--- config.mk ---
export PLATFORM = sky130hd
export DESIGN_NAME = ncl_wavefront_injector_flat
export DESIGN_NICKNAME = d
export VERILOG_FILES = /design/src/rtl/ncl_wavefront_injector_if.sv /design/src/rtl/ncl_wavefront_injector.sv /design/src/flat_wrapper.sv
export SDC_FILE = /design/constraint.sdc
export NUM_CORES = 1
export LEC_CHECK = 0
export CORE_UTILIZATION = 45
export CTS_CLUSTER_DIAMETER = 100
export DETAILED_ROUTE_END_ITERATION = 7
export GPL_TIMING_DRIVEN = 0
export PLACE_DENSITY = 0.72
export RECOVER_POWER = 25
export SYNTH_ARGS = -nofsm -noshare
export SYNTH_HDL_FRONTEND = slang
export SYNTH_SLANG_ARGS = --single-unit
--- constraint.sdc ---
create_clock -name clk -period 3.3 [get_ports clk]
set_clock_uncertainty 0.05 [all_clocks]
set_input_delay 0.66 -clock clk [delete_from_list [all_inputs] [get_ports clk]]
set_output_delay 0.66 -clock clk [all_outputs]
set_load 0.05 [all_outputs]
--- src/rtl/ncl_wavefront_injector_if.sv ---
// Upstream operand handshake into the NCL wavefront injector.
// The producer of operand words uses master; the injector uses slave.
interface ncl_wavefront_injector_if #(
    parameter int WIDTH = 8
);
    logic             in_valid;
    logic             in_ready;
    logic [WIDTH-1:0] in_a;
    logic [WIDTH-1:0] in_b;
    logic             in_cin;

    modport master (
        output in_valid,
        output in_a,
        output in_b,
        output in_cin,
        input  in_ready
    );

    modport slave (
        input  in_valid,
        input  in_a,
        input  in_b,
        input  in_cin,
        output in_ready
    );
endinterface

--- src/rtl/ncl_wavefront_injector.sv ---
// Clocked-to-NCL bridge: encodes binary operands to dual-rail and alternates
// DATA / NULL wavefronts into the adder, paced by its synchronized acknowledge.
//
//   state   | meaning
//   --------+--------------------------------------------------------------
//   S_NULL  | rails NULL; accept a word once the adder requests data
//   S_DATA  | rails hold DATA; wait for the adder to request NULL
//   S_NWAIT | rails NULL again; wait for the adder to request data (wave done)
module ncl_wavefront_injector #(
    parameter int WIDTH       = 8,
    parameter int SYNC_STAGES = 2,
    parameter int TIMEOUT     = 255
) (
    input  logic                     clk,
    input  logic                     rst,
    ncl_wavefront_injector_if.slave  up,
    output logic [2*WIDTH-1:0]       a_dr,
    output logic [2*WIDTH-1:0]       b_dr,
    output logic [1:0]               cin_dr,
    input  logic                     ko,
    output logic [15:0]              wave_count,
    output logic                     err_timeout
);
    localparam int            TW         = (TIMEOUT < 2) ? 1 : $clog2(TIMEOUT + 1);
    localparam logic [TW-1:0] TIMER_LOAD = TW'(TIMEOUT);

    typedef enum logic [1:0] {
        S_NULL  = 2'd0,
        S_DATA  = 2'd1,
        S_NWAIT = 2'd2
    } state_t;

    state_t                 state;
    state_t                 state_nxt;
    logic [SYNC_STAGES-1:0] ko_sync;
    logic                   ko_s;
    logic                   accept;
    logic                   go_null;
    logic                   wave_done;
    logic                   waiting;
    logic [2*WIDTH-1:0]     enc_a;
    logic [2*WIDTH-1:0]     enc_b;
    logic [TW-1:0]          timer;

    always_ff @(posedge clk) begin
        if (rst) begin
            ko_sync <= '0;
        end else begin
            ko_sync <= {ko_sync[SYNC_STAGES-2:0], ko};
        end
    end

    assign ko_s = ko_sync[SYNC_STAGES-1];

    // Dual-rail encoding: logic 1 drives the upper rail, logic 0 the lower.
    always_comb begin
        enc_a = '0;
        enc_b = '0;
        for (int i = 0; i < WIDTH; i++) begin
            enc_a[2*i +: 2] = {up.in_a[i], ~up.in_a[i]};
            enc_b[2*i +: 2] = {up.in_b[i], ~up.in_b[i]};
        end
    end

    always_ff @(posedge clk) begin
        if (rst) begin
            state <= S_NULL;
        end else begin
            state <= state_nxt;
        end
    end

    always_comb begin
        state_nxt = state;
        case (state)
            S_NULL:  if (up.in_valid && ko_s) state_nxt = S_DATA;
            S_DATA:  if (!ko_s)               state_nxt = S_NWAIT;
            S_NWAIT: if (ko_s)                state_nxt = S_NULL;
            default:                          state_nxt = S_NULL;
        endcase
    end

    always_comb begin
        up.in_ready = (state == S_NULL) && ko_s;
        accept      = (state == S_NULL) && ko_s && up.in_valid;
        go_null     = (state == S_DATA) && !ko_s;
        wave_done   = (state == S_NWAIT) && ko_s;
        waiting     = (state == S_DATA) || (state == S_NWAIT);
    end

    // All rails are registered together so a wavefront lands on one edge.
    always_ff @(posedge clk) begin
        if (rst) begin
            a_dr   <= '0;
            b_dr   <= '0;
            cin_dr <= 2'b00;
        end else if (accept) begin
            a_dr   <= enc_a;
            b_dr   <= enc_b;
            cin_dr <= {up.in_cin, ~up.in_cin};
        end else if (go_null) begin
            a_dr   <= '0;
            b_dr   <= '0;
            cin_dr <= 2'b00;
        end
    end

    always_ff @(posedge clk) begin
        if (rst) begin
            wave_count <= 16'd0;
        end else if (wave_done) begin
            wave_count <= wave_count + 16'd1;
        end
    end

    // Down-counter reloaded on each phase change; reaching zero in a wait
    // phase means the adder has stalled for TIMEOUT cycles.
    always_ff @(posedge clk) begin
        if (rst) begin
            timer       <= '0;
            err_timeout <= 1'b0;
        end else if (state_nxt != state) begin
            timer <= TIMER_LOAD;
        end else if (waiting && (timer != '0)) begin
            timer <= timer - TW'(1);
            if (timer == TW'(1)) begin
                err_timeout <= 1'b1;
            end
        end
    end
endmodule

--- src/flat_wrapper.sv ---
// flat-port wrapper written by rule: the top's interface ports become plain ports
module ncl_wavefront_injector_flat 
#(
    parameter int WIDTH       = 8,
    parameter int SYNC_STAGES = 2,
    parameter int TIMEOUT     = 255
)
  (clk, rst, a_dr, b_dr, cin_dr, ko, wave_count, err_timeout, up_in_valid, up_in_a, up_in_b, up_in_cin, up_in_ready);
  ncl_wavefront_injector_if #(.WIDTH(WIDTH)) up_i ();
  input  logic clk;
  input  logic rst;
  output logic [2*WIDTH-1:0] a_dr;
  output logic [2*WIDTH-1:0] b_dr;
  output logic [1:0] cin_dr;
  input  logic ko;
  output logic [15:0] wave_count;
  output logic err_timeout;
  input wire logic [$bits(up_i.in_valid)-1:0] up_in_valid;
  input wire logic [$bits(up_i.in_a)-1:0] up_in_a;
  input wire logic [$bits(up_i.in_b)-1:0] up_in_b;
  input wire logic [$bits(up_i.in_cin)-1:0] up_in_cin;
  output wire logic [$bits(up_i.in_ready)-1:0] up_in_ready;
  assign up_i.in_valid = up_in_valid;
  assign up_i.in_a = up_in_a;
  assign up_i.in_b = up_in_b;
  assign up_i.in_cin = up_in_cin;
  assign up_in_ready = up_i.in_ready;
  ncl_wavefront_injector #(.WIDTH(WIDTH), .SYNC_STAGES(SYNC_STAGES), .TIMEOUT(TIMEOUT)) u_core (.clk(clk), .rst(rst), .up(up_i), .a_dr(a_dr), .b_dr(b_dr), .cin_dr(cin_dr), .ko(ko), .wave_count(wave_count), .err_timeout(err_timeout));
endmodule
### Word level (Yosys, flattened, before mapping)

Index checks and enable logic that the tools add are counted.

* add/sub/neg operators: 2
* $mul: 0
* divide/modulo/power cells: 0
* magnitude comparators: 0
* equality and inequality tests: 4
* shifts and indexed selects: 0
* muxes and demuxes: 11
* bitwise logic cells: 18
* reductions and logical operators: 13

Operator list (number)
* $mux 16: 3
* $not 1->1: 18
* $add 16x1->16 const B: 1
* $mux 8: 2
* $mux 2: 5
* $eq 8x1->1 const B: 1
* $reduce_bool 8->1: 1
* $sub 8x1->8 const B: 1
* $logic_and 1x1->1: 6
* $pmux 2 s3: 1
* $reduce_bool 2->1: 2
* $reduce_and 3->1: 1
* $eq 2x1->1 const B: 1
* $eq 2x2->1 const B: 1
* $logic_not 2->1: 1
* $ne 2x2->1: 1
* $logic_not 1->1: 1
* $logic_or 1x1->1: 1

* register bits: 63
* latch bits: 0
* bits in writable memories: 0
* memory bits (read-only): 0
* bits of input ports: 21
* output and inout port bits: 52
* logic and storage cells: 56
* memories kept: 0

### Depth between registers and ports, before layout

Gate-level depths: netlist (run 1).

* depth in word-level cells: 6
* depth in mapped cells: 7
* gate-level depth less buffers: 6

### Worst setup path before layout (run 1)

No wires, ideal clock.

* kind: register to register
* from: register u_core.state[0]
* to: register u_core.timer[7]
* library setup time: 74 ps
* arrival: 2183 ps
* data required time: 3176 ps
* slack: 992 ps
* cell stages (with the launch flop): 7
* buffers on the path: 0
* clock period less this slack: 2308 ps
* cells stage by stage: dfxtp_1 inv_1 ha_1 or4b_4 or3_4 or4b_1 a31oi_1

* longest elaborated chain between the ends: 4
* elaborated cells between the ends (all ways): 12
* those cells by class: 3 x eq/ne; 5 x mux; 4 x reduce/logical

RTL lines
* start: declaration: RTL line ncl_wavefront_injector.sv:33 `state_t state;`
* start signal: assignment: RTL line ncl_wavefront_injector.sv:69 `state <= state_nxt;`
* $eq 2x2->1 (tied with other cells): RTL line ncl_wavefront_injector.sv:75, ncl_wavefront_injector.sv:88
* $pmux 2 s3 or $logic_or 1x1->1 (tied branches): RTL line ncl_wavefront_injector.sv:75, ncl_wavefront_injector.sv:88
* $ne 2x2->1 or $logic_and 1x1->1 (tied branches): RTL line ncl_wavefront_injector.sv:122, ncl_wavefront_injector.sv:124
* $mux 8 or $reduce_bool 2->1 (tied branches)
* end signal: assignment: RTL line ncl_wavefront_injector.sv:125 `timer <= timer - TW'(1);`
* end: declaration: RTL line ncl_wavefront_injector.sv:43 `logic [TW-1:0] timer;`

Parallel ways exist; a longest one is shown, timed or not.
A chain may end at the register's enable or synchronous reset.

### Worst setup path in the final report (run 1)

* from: register u_core.state[0]
* to: output port up_in_ready

* longest elaborated chain between the ends: 2

RTL lines
* $logic_not 2->1: RTL line ncl_wavefront_injector.sv:84 `up.in_ready = (state == S_NULL) && ko_s;`
* $logic_and 1x1->1: RTL line ncl_wavefront_injector.sv:84
* end: declaration: RTL line flat_wrapper.sv:22 `output wire logic [$bits(up_i.in_ready)-1:0] up_in_ready;`

Every way passes these cells.

==> results of run 1 <==
[logic make-up (layout without fill, tap and decap cells)]
logic type / after synthesis / after routing / share of synthesized area
buffers and inverters: 28 / 114 / 0.0397
AND/OR/NAND/NOR: 135 / 135 / 0.243
flip-flops: 63 / 63 / 0.476
AO/OA/AOI/OAI: 67 / 67 / 0.157
adder cells (fa/ha/maj): 8 / 8 / 0.0378
XOR/XNOR: 14 / 14 / 0.0463
[through the flow]
step / utilization / setup slack, ns / area [um^2] / hold slack (ns) / total power [mW]
after global routing: 0.654 / 0.439 / 3650 / 0.402 / 1.75
after global placement: 0.619 / 0.812 / 3450 / 0.374 / 1.02
after detailed placement: 0.619 / 0.796 / 3450 / 0.376 / 1.02
final: 0.654 / 0.561 / 3650 / 0.387 / 1.67
after floorplan: - / 0.992 / 2650 / 0.364 / 0.945
after CTS: 0.654 / 0.534 / 3650 / 0.390 / 1.68
[final cells by class]
cell class	count	share of cell area
clock inverter	3	0.0117
buffer	20	0.0206
clock buffer	12	0.0425
sequential	63	0.346
timing repair buffer	71	0.195
multi-input combinational	224	0.352
tap	72	0.0247
inverter	8	0.00823
[metal layers]
layer,global-route usage,vias to the layer above,share of wire
li1,-,1279,-
met1,0.290,1172,0.45
met5,0,-,0
met4,0.107,0,0.019
met3,0.0448,10,0.056
met2,0.357,88,0.47
[final timing paths]
kind,startpoint,endpoint,slack (ns),depth (start not counted)
max,u_core.state[0]$_SDFF_PP0_,up_in_ready,0.56,4
min,u_core.ko_sync[0]$_SDFF_PP0_,u_core.ko_sync[1]$_SDFF_PP0_,0.39,1
max reg2reg,u_core.state[0]$_SDFF_PP0_,u_core.timer[7]$_SDFFE_PP0P_,0.80,6
min reg2reg,u_core.ko_sync[0]$_SDFF_PP0_,u_core.ko_sync[1]$_SDFF_PP0_,0.39,1
[report_power, final]
group / switching, mW / internal, mW
logic: 0.122 / 0.0790
registers: 0.0188 / 0.783
clock network: 0.284 / 0.385
total: 0.425 / 1.25
[state kept, by name, indices dropped and copies added, names as in the netlist]
| signal | cells |
|---|---|
| u_core.a_dr | 16 |
| u_core.state | 2 |
| u_core.timer | 8 |
| u_core.err_timeout | 1 |
| u_core.b_dr | 16 |
| u_core.wave_count | 16 |
| u_core.ko_sync | 2 |
| u_core.cin_dr | 2 |
[critical path, delay by kind of cell, from the launching register on]
kind | cells | cell delay, ns
simple gates | 1 | 0.16
buf+inv | 2 | 0.92
fa+ha+maj | 1 | 0.28
flops | 1 | 0.34
[cell usage in the layout, fill, tap and decap left out, drive strengths merged, types with 2 or more instances in the layout]
cell type / netlist / final
o31ai: 2 / 2
a2111oi: 2 / 2
or4b: 2 / 2
clkdlybuf4s50: 0 / 69
nand2: 26 / 26
o21ai: 2 / 2
nand3: 26 / 26
or3: 4 / 4
dlygate4sd3: 0 / 2
xnor2: 8 / 8
nor2b: 3 / 3
and4: 3 / 3
nor4: 5 / 5
nor2: 50 / 50
a21oi: 27 / 27
ha: 8 / 8
nor3: 5 / 5
a311oi: 3 / 3
a211oi: 2 / 2
clkbuf: 19 / 31
nand4: 6 / 6
a31oi: 21 / 21
inv: 8 / 8
dfxtp: 63 / 63
xor2: 6 / 6
==> metrics.md, run 1 <==
| Metric | Value |
|---|---|
| I/O Buffers | `between 70 and 80` |
| Routed Antenna Nets | `0` |
| First-pass GRT wire length | `roughly 11 mm` |
| Slowest CP cell | `clkdlybuf4s50_1` |
| Clk sink count | `63` |
| Ys Warns | `0` |
| Sequential area share after synthesis | `0.476` |
| Overall routed net length | `between 6 and 7 mm` |
| Most frequent cell after synthesis | `dfxtp_1` |
| Synth area leaders | `dfxtp_1 (48%), nor2_1 (7.1%), a21oi_1 (5.1%), a31oi_1 (5.0%), nand3_1 (4.9%)` |
| Routed vias | `approximately 2500` |
| Vias in the first global route | `2350` |
| DR iter-0 viols | `between 150 and 200` |
| CP max stage delay | `about 0.80 ns` |
| Post-synth EDFFs | `0` |
| Synthesized flop and latch total | `63` |
| # diodes | `0` |
| Register area | `about 1300 um^2` |
| Slew Viols, Final | `0` |
| Starting Density | `0.475` |
| Antenna violations before repair | `0` |
| WL per Instance | `around 14 um` |
| I/O pin cnt | `73` |
| Crit path DAT | `roughly 2.0 ns` |
| Syn Area/Cell | `around 8.4 um^2` |
| Critical Path Fanout Max | `7` |
| Hpwl dp | `4.61 mm` |
| Cell Pwr Density | `~460 nW/um^2` |
| Drt first pass iters | `5` |
| Maxcap violations | `0` |
| CTS tree | `built` |
| Post-route clock period utilization | `0.830` |
| Static Leak | `around 1.3 nW` |
| Area leader, netlist | `dfxtp_1` |
| Setup violations, final | `0` |
| Placed Instances | `458` |
| CTS Buffer Depth | `2` |
| Fmax achieved | `365 MHz` |
| Kind of critical path | `reg -> out` |
| Worst hold path class | `reg -> reg` |
| Gp weighted congestion | `about 0.8` |
| Later-pin clock latency in the skew report | `0.33 ns` |
| Ys async rst share | `0` |
| Least-Margin Pin Slew | `roughly 0.80 ns` |
| Largest net degree at the start of global routing | `11` |
| Die ar. | `approximately 6200 um^2` |
| RSZ-0062 raised after global routing | `no` |
| Die Wd | `78.7 um` |
| CP endpoint kind | `primary output` |
| WP data required | `roughly 2.6 ns` |
| Status | `complete, no violations` |
| Area grow syn2layout | `37.7%` |
| Core Rows | `27` |
| Layout cells sized above 1 | `0.0449` |
| Post-synth top cells | `dfxtp_1 (63), nor2_1 (50), a21oi_1 (27)` |
| Nets | `between 400 and 500` |
| Final-report hold violation count | `0` |
| Congestion Overflow GR | `0` |
| Drt drc | `0` |
| Syn_nets | `344` |
| Vias/cell | `between 5 and 6` |
| GRT Util Overall | `0.224` |
| Cells along the critical path | `inv_1 -> ha_1 -> and2_1 -> clkdlybuf4s50_1` |
| Area share of the largest cell type after synthesis | `0.476` |
| Max-slew headroom | `0.468` |
| Area of the multi-input gates | `1280 um^2` |
| Synth unique cells | `39` |
| Max VDD drop | `~0.39 mV` |
| Layout fillers | `just under 500` |
| Core region area | `roughly 5600 um^2` |
| Htree depth | `3` |
| Post-CTS Setup Inserts | `0` |
| Die height | `just under 80 um` |
| Main synth FF type | `dfxtp_1` |
| Clock root buffer | `clkbuf_8` |
| CTS resizes | `0` |
| Hold-fix buffers, CTS | `0` |
| Fin cells | `473` |
| Fin crit period | `around 2.7 ns` |
| Mapped cell area | `~2600 um^2` |
| Setup TNS | `0 ns` |
| CP startpoint kind | `register` |
| CTS buffer count | `9` |
| Clock Pin Slew Worst Setup and Hold Paths | `~0.060 ns` |
| Cells after synthesis | `approximately 320` |
Power figures use the tool's default switching activity.
==> run 2, diff against run 1 <==
clock period = 2.77 ns   (was 3.3 ns; I/O delays follow)
==> run 2 against run 1 <==
Compared with the run above: cell count unchanged; setup slack got worse by 0.42 ns; hold slack unchanged; combinational power is 19% higher; first-iteration DRC count unchanged; flip-flop and latch count stayed put; sequential share of layout area unchanged; die area unchanged.
==> metrics.md, run 2 (synthesis gave the netlist of run 1 again) <==
| Metric | Value |
|---|---|
| Status | `complete, no violations` |
| Least-Margin Pin Slew | `0.798 ns (unchanged)` |
| Cell Pwr Density | `546 nW/um^2 (+19%)` |
| Core Rows | `27 (unchanged)` |
| Later-pin clock latency in the skew report | `0.33 ns (about the same)` |
| Fmax achieved | `380 MHz` |
| Drt first pass iters | `5 (unchanged)` |
| Area grow syn2layout | `37.7% (unchanged)` |
| Die ar. | `6200 um^2 (unchanged)` |
| Sw power | `0.507 mW (+19%)` |
| Commonest non-fill, non-tap cell in the layout | `clkdlybuf4s50_1` |
| Overall routed net length | `6.57 mm (about the same)` |
| Crit path DAT | `2.03 ns (about the same)` |
| GRT Util Overall | `0.224 (unchanged)` |
| Setup TNS | `0 ns (unchanged)` |
| Maxcap violations | `0 (unchanged)` |
| Layout cells sized above 1 | `0.0449 (unchanged)` |
| Max VDD drop | `0.467 mV (+19%)` |
| CTS resizes | `0 (unchanged)` |
| Top Registers | `u_core.a_dr: 16 flops, u_core.b_dr: 16 flops, u_core.wave_count: 16 flops` |
| Clk sink count | `63 (unchanged)` |
| Kind of critical path | `reg -> out` |
| Max-slew headroom | `0.468 (unchanged)` |
| Critical Path Fanout Max | `7 (unchanged)` |
| # diodes | `0 (unchanged)` |
| Gp weighted congestion | `0.816 (unchanged)` |
| WP data required | `2.17 ns (-0.42 ns)` |
| First-pass GRT wire length | `10.9 mm (unchanged)` |
| Hold-fix buffers, CTS | `0 (unchanged)` |
| Congestion Overflow GR | `0 (unchanged)` |
| CP endpoint kind | `primary output` |
| Slew Viols, Final | `0 (unchanged)` |
| Fin util | `0.654 (unchanged)` |
| I/O pin cnt | `73 (unchanged)` |
| I/O Buffers | `71 (unchanged)` |
| Most frequent cells in the layout | `clkdlybuf4s50_1 (70), dfxtp_1 (63), nor2_1 (50)` |
| Hpwl dp | `4.61 mm (unchanged)` |
| Htree depth | `3 (unchanged)` |
| Clock Pin Slew Worst Setup and Hold Paths | `0.06 ns (about the same)` |
| Drt drc | `0 (unchanged)` |
| Largest net degree at the start of global routing | `11 (unchanged)` |
| Static Leak | `1.25 nW (about the same)` |
| Final-report hold violation count | `0 (unchanged)` |
| RSZ-0062 raised after global routing | `no` |
| Power share of the sequential group | `0.479 (about the same)` |
| Fin crit period | `2.63 ns` |
| Post-route clock period utilization | `0.951` |
| Routed vias | `2549 (unchanged)` |
| Starting Density | `0.475 (unchanged)` |
| CTS buffer count | `9 (unchanged)` |
| CTS Buffer Depth | `2 (unchanged)` |
| Nets | `426 (unchanged)` |
| WL per Instance | `13.9 um (about the same)` |
| Antenna violations before repair | `0 (unchanged)` |
| Setup violations, final | `0 (unchanged)` |
| CTS tree | `built` |
| DR iter-0 viols | `193 (unchanged)` |
| Vias in the first global route | `2350 (unchanged)` |
| CP startpoint kind | `register` |
| Die Wd | `78.7 um (unchanged)` |
| Vias/cell | `5.39 (unchanged)` |
| Routed Antenna Nets | `0 (unchanged)` |
| Layout fillers | `496 (unchanged)` |
| Die height | `78.7 um (unchanged)` |
| Clock power share | `0.400 (about the same)` |
| Int Power | `1.49 mW (+19%)` |
| Clock root buffer | `clkbuf_8` |
| Logic gate share of total power | `0.121 (about the same)` |
| Worst hold path class | `reg -> reg` |
| Post-CTS Setup Inserts | `0 (unchanged)` |
| Overall power | `1.99 mW (+19%)` |
| Switching share of power | `0.254 (about the same)` |
| Core region area | `5570 um^2 (unchanged)` |
[run 2: power groups by stage]
stage	registers (mW)	logic [mW]	clock network [mW]
6_report	0.955	0.240	0.797
5_1_grt	0.958	0.263	0.859
4_1_cts	0.955	0.240	0.812
3_5_place_dp	0.975	0.239	0
3_3_place_gp	0.974	0.236	0
2_1_floorplan	1.01	0.119	0
[run 2: layer usage]
metal	wire (um)	part of all wire	global-route usage
met4	124	0.019	0.107
met2	3120	0.47	0.357
met3	365	0.056	0.0448
met1	2970	0.45	0.290
met5	0	0	0
[run 2: worst max-delay path, cell delays in order (launching register included)]
cell and delay, ns:
dfxtp_1 0.34, inv_1 0.12, ha_1 0.28, and2_1 0.16
clkdlybuf4s50_1 0.80
[run 2: final timing paths]
check | from | endpoint | slack [ns] | depth (start not counted)
worst max-delay path | u_core.state[0]$_SDFF_PP0_ | up_in_ready | 0.14 | 4
worst min-delay path | u_core.ko_sync[0]$_SDFF_PP0_ | u_core.ko_sync[1]$_SDFF_PP0_ | 0.39 | 1
worst max register to register | u_core.state[0]$_SDFF_PP0_ | u_core.timer[7]$_SDFFE_PP0P_ | 0.27 | 6
worst min register to register | u_core.ko_sync[0]$_SDFF_PP0_ | u_core.ko_sync[1]$_SDFF_PP0_ | 0.39 | 1
[run 2: stage by stage]
stage	hold WS (ns)	instance area, um^2	setup WS [ns]	instances
finish	0.387	3650	0.137	473
global route	0.402	3650	0.0154	473
CTS	0.390	3650	0.110	473
detailed placement	0.376	3450	0.292	458
global placement	0.374	3450	0.348	458
floorplan	0.364	2650	0.462	315
[run 2: area by class of cell]
class                   instances  area [um^2]  share of cell area
clock buffers                  12          155              0.0425
inverters                       8         30.0             0.00823
clock inverters                 3         42.5              0.0117
flip-flops and latches         63         1260               0.346
repair buffers                 71          711               0.195
well taps                      72         90.1              0.0247
plain buffers                  20         75.1              0.0206
multi-input cells             224         1280               0.352
==> run 3, diff against run 2 <==
CORE_MARGIN = 5   (was default)
CTS_BUF_LIST = sky130_fd_sc_hd__clkbuf_8   (was default)
SLEW_MARGIN = 20   (was default)
==> run 3 against run 2 <==
Compared with the run above: critical path depth increased by 2; utilization fell by 3.0 points; clock-buffer cell count is 2 lower; clock power is 13% lower; largest power group unchanged; sequential share of layout area increased by 0.15 points; cell count is 0.85% higher; non-clock buffer count unchanged; hold slack better by 0.012 ns; setup slack improved by 0.17 ns; design area down 0.45%; register-to-register slack better by 0.03 ns.
==> metrics.md, run 3 (synthesis gave the netlist of run 1 again) <==
| Metric | Value |
|---|---|
| Fmax achieved | `406 MHz (+6.8%)` |
| Met1 Usage GRT | `0.249 (-0.0418)` |
| Fin crit period | `2.47 ns (-0.167 ns)` |
| CTS buffer count | `9 (unchanged)` |
| I/O pin cnt | `73 (unchanged)` |
| Hold_sp | `u_core.ko_sync[0]$_SDFF_PP0_` |
| Worst hold path class | `reg -> reg` |
| Slew Viols, Final | `0 (unchanged)` |
| Starting Density | `0.455 (-0.0197)` |
| RSZ-0062 raised after global routing | `no` |
| WP data required | `2.98 ns (+0.81 ns)` |
| Drt drc | `0 (unchanged)` |
| First-pass GRT wire length | `11.2 mm (+3.2%)` |
| Routed Antenna Nets | `0 (unchanged)` |
| Layout cells sized above 1 | `0.0473 (+0.00238)` |
| Setup violations, final | `0 (unchanged)` |
| Die height | `86.7 um (+10%)` |
| CTS Buffer Depth | `2 (unchanged)` |
| Nets | `426 (unchanged)` |
| Met3 global-route usage | `0.0494 (+0.00460)` |
| Most frequent cells in the layout | `clkdlybuf4s50_1 (69), dfxtp_1 (63), nor2_1 (50)` |
| Post-CTS Setup Inserts | `0 (unchanged)` |
| Layout fillers | `543 (+9.5%)` |
| Clock Pin Slew Worst Setup and Hold Paths | `0.06 ns (about the same)` |
| Top Registers | `u_core.a_dr: 16 flops, u_core.b_dr: 16 flops, u_core.wave_count: 16 flops` |
| Clock root buffer | `clkbuf_8` |
| Critical Path Fanout Max | `4 (-3)` |
| GRT Util Overall | `0.189 (-0.0355)` |
| DP Worst Slack | `0.327 ns (+0.0346 ns)` |
| WL per Instance | `14.3 um (+3.1%)` |
| I/O Buffers | `71 (unchanged)` |
| Max VDD drop | `0.321 mV (-31%)` |
| DR iter-0 viols | `105 (-46%)` |
| CTS resizes | `0 (unchanged)` |
| Congestion Overflow GR | `0 (unchanged)` |
| Area grow syn2layout | `37.1%` |
| Hpwl dp | `4.95 mm (+7.3%)` |
| Post-route clock period utilization | `0.890 (-0.0604)` |
| Worst hold endpoint | `u_core.ko_sync[1]$_SDFF_PP0_` |
| Met2 Use GR | `0.291 (-0.0651)` |
| Gp weighted congestion | `0.867 (+6.2%)` |
| Htree depth | `3 (unchanged)` |
| Routed vias | `2527 (-0.86%)` |
| Worst reg2reg endpoint | `u_core.timer[7]$_SDFFE_PP0P_` |
| CP endpoint kind | `register` |
| Cell Pwr Density | `520 nW/um^2 (-4.7%)` |
| # diodes | `0 (unchanged)` |
| Worst setup margin | `0.304 ns (+0.167 ns)` |
| Drt first pass iters | `4 (-1)` |
| Later-pin clock latency in the skew report | `0.33 ns (about the same)` |
| Crit path DAT | `2.67 ns (+0.64 ns)` |
| Antenna violations before repair | `0 (unchanged)` |
| R2r setup slk | `0.30 ns (+0.03 ns)` |
| Kind of critical path | `reg -> reg` |
| Core Rows | `28 (+3.7%)` |
| CTS tree | `built` |
| Clk sink count | `63 (unchanged)` |
| WHS Path Cells | `1 (unchanged)` |
| Vias in the first global route | `2358 (+0.34%)` |
| CP startpoint kind | `register` |
| Largest net degree at the start of global routing | `12 (+1)` |
| Static Leak | `1.26 nW (+0.60%)` |
| Die Wd | `86.7 um (+10%)` |
| Status | `complete, no violations` |
| Commonest non-fill, non-tap cell in the layout | `clkdlybuf4s50_1` |
| Max-slew headroom | `0.485 (+0.0166)` |
| Maxcap violations | `0 (unchanged)` |
| Core region area | `5820 um^2 (+4.3%)` |
| Reg-to-Reg Start | `u_core.state[0]$_SDFF_PP0_` |
| Vias/cell | `5.30 (-1.7%)` |
| Setup TNS | `0 ns (unchanged)` |
| Final-report hold violation count | `0 (unchanged)` |
| Die ar. | `7520 um^2 (+21%)` |
| Worst R2R Path Depth | `6 (unchanged)` |
| Hold-fix buffers, CTS | `0 (unchanged)` |
| Least-Margin Pin Slew | `0.773 ns (-0.0249 ns)` |
| Overall routed net length | `6.83 mm (+4.0%)` |
| Gr busiest metal | `met2` |
-- run 3: cell types whose count changed in the layout (fill, tap and decap cells not counted), sizes merged --
cell,delta
dlymetal6s2s,+1
clkinvlp,+1
clkinv,+2
clkdlybuf4s50,-1
bufinv,-1
inv,+1
clkbuf,-2
-- run 3: report_power, final --
part           switching, mW  total, mW  internal, mW
clock network          0.351      0.695         0.343
logic                  0.145      0.239        0.0946
registers             0.0227      0.955         0.932
-- run 3: how the worst max path moves through the flow --
stage	start	endpoint	slack (ns)	cells past startpoint
after floorplan	u_core.state[0]$_SDFF_PP0_	u_core.timer[7]$_SDFFE_PP0P_	0.46	6
after global placement	u_core.state[0]$_SDFF_PP0_	u_core.timer[7]$_SDFFE_PP0P_	0.35	6
after detailed placement	u_core.state[0]$_SDFF_PP0_	u_core.timer[7]$_SDFFE_PP0P_	0.33	6
after CTS	u_core.ko_sync[1]$_SDFF_PP0_	up_in_ready	0.1	3
after global routing	u_core.state[0]$_SDFF_PP0_	u_core.timer[7]$_SDFFE_PP0P_	0.20	6
final	u_core.state[0]$_SDFF_PP0_	u_core.timer[7]$_SDFFE_PP0P_	0.30	6
-- run 3: critical path, stage by stage (launching register included) --
cell,delay (ns)
dfxtp_1,0.38
inv_1,0.11
ha_1,0.34
or4b_4,0.49
or3_4,0.36
or4b_1,0.51
a31oi_1,0.16
-- run 3: routing by layer --
metal	routed length (um)	vias to the layer above
li1	-	1281
met1	3070	1161
met2	3240	71
met3	373	14
met4	142	0
met5	0	-
-- run 3: layout make-up --
cell class	count	area, um^2	share of cell area
plain buffers	20	75.1	0.0207
clock buffers	10	138	0.0379
clock inverters	6	37.5	0.0103
inverters	8	30.0	0.00827
multi-input cells	224	1280	0.353
flip-flops and latches	63	1260	0.347
well taps	75	93.8	0.0258
repair buffers	71	713	0.196
-- run 3: through the flow --
stage / hold WS [ns] / instances / instance area, um^2 / utilization / power [mW]
6_report: 0.399 / 477 / 3630 / 0.624 / 1.89
5_1_grt: 0.415 / 477 / 3630 / 0.624 / 1.98
4_1_cts: 0.408 / 477 / 3630 / 0.624 / 1.91
3_5_place_dp: 0.386 / 461 / 3450 / 0.594 / 1.21
3_3_place_gp: 0.378 / 461 / 3450 / 0.594 / 1.21
2_1_floorplan: 0.364 / 315 / 2650 / - / 1.13
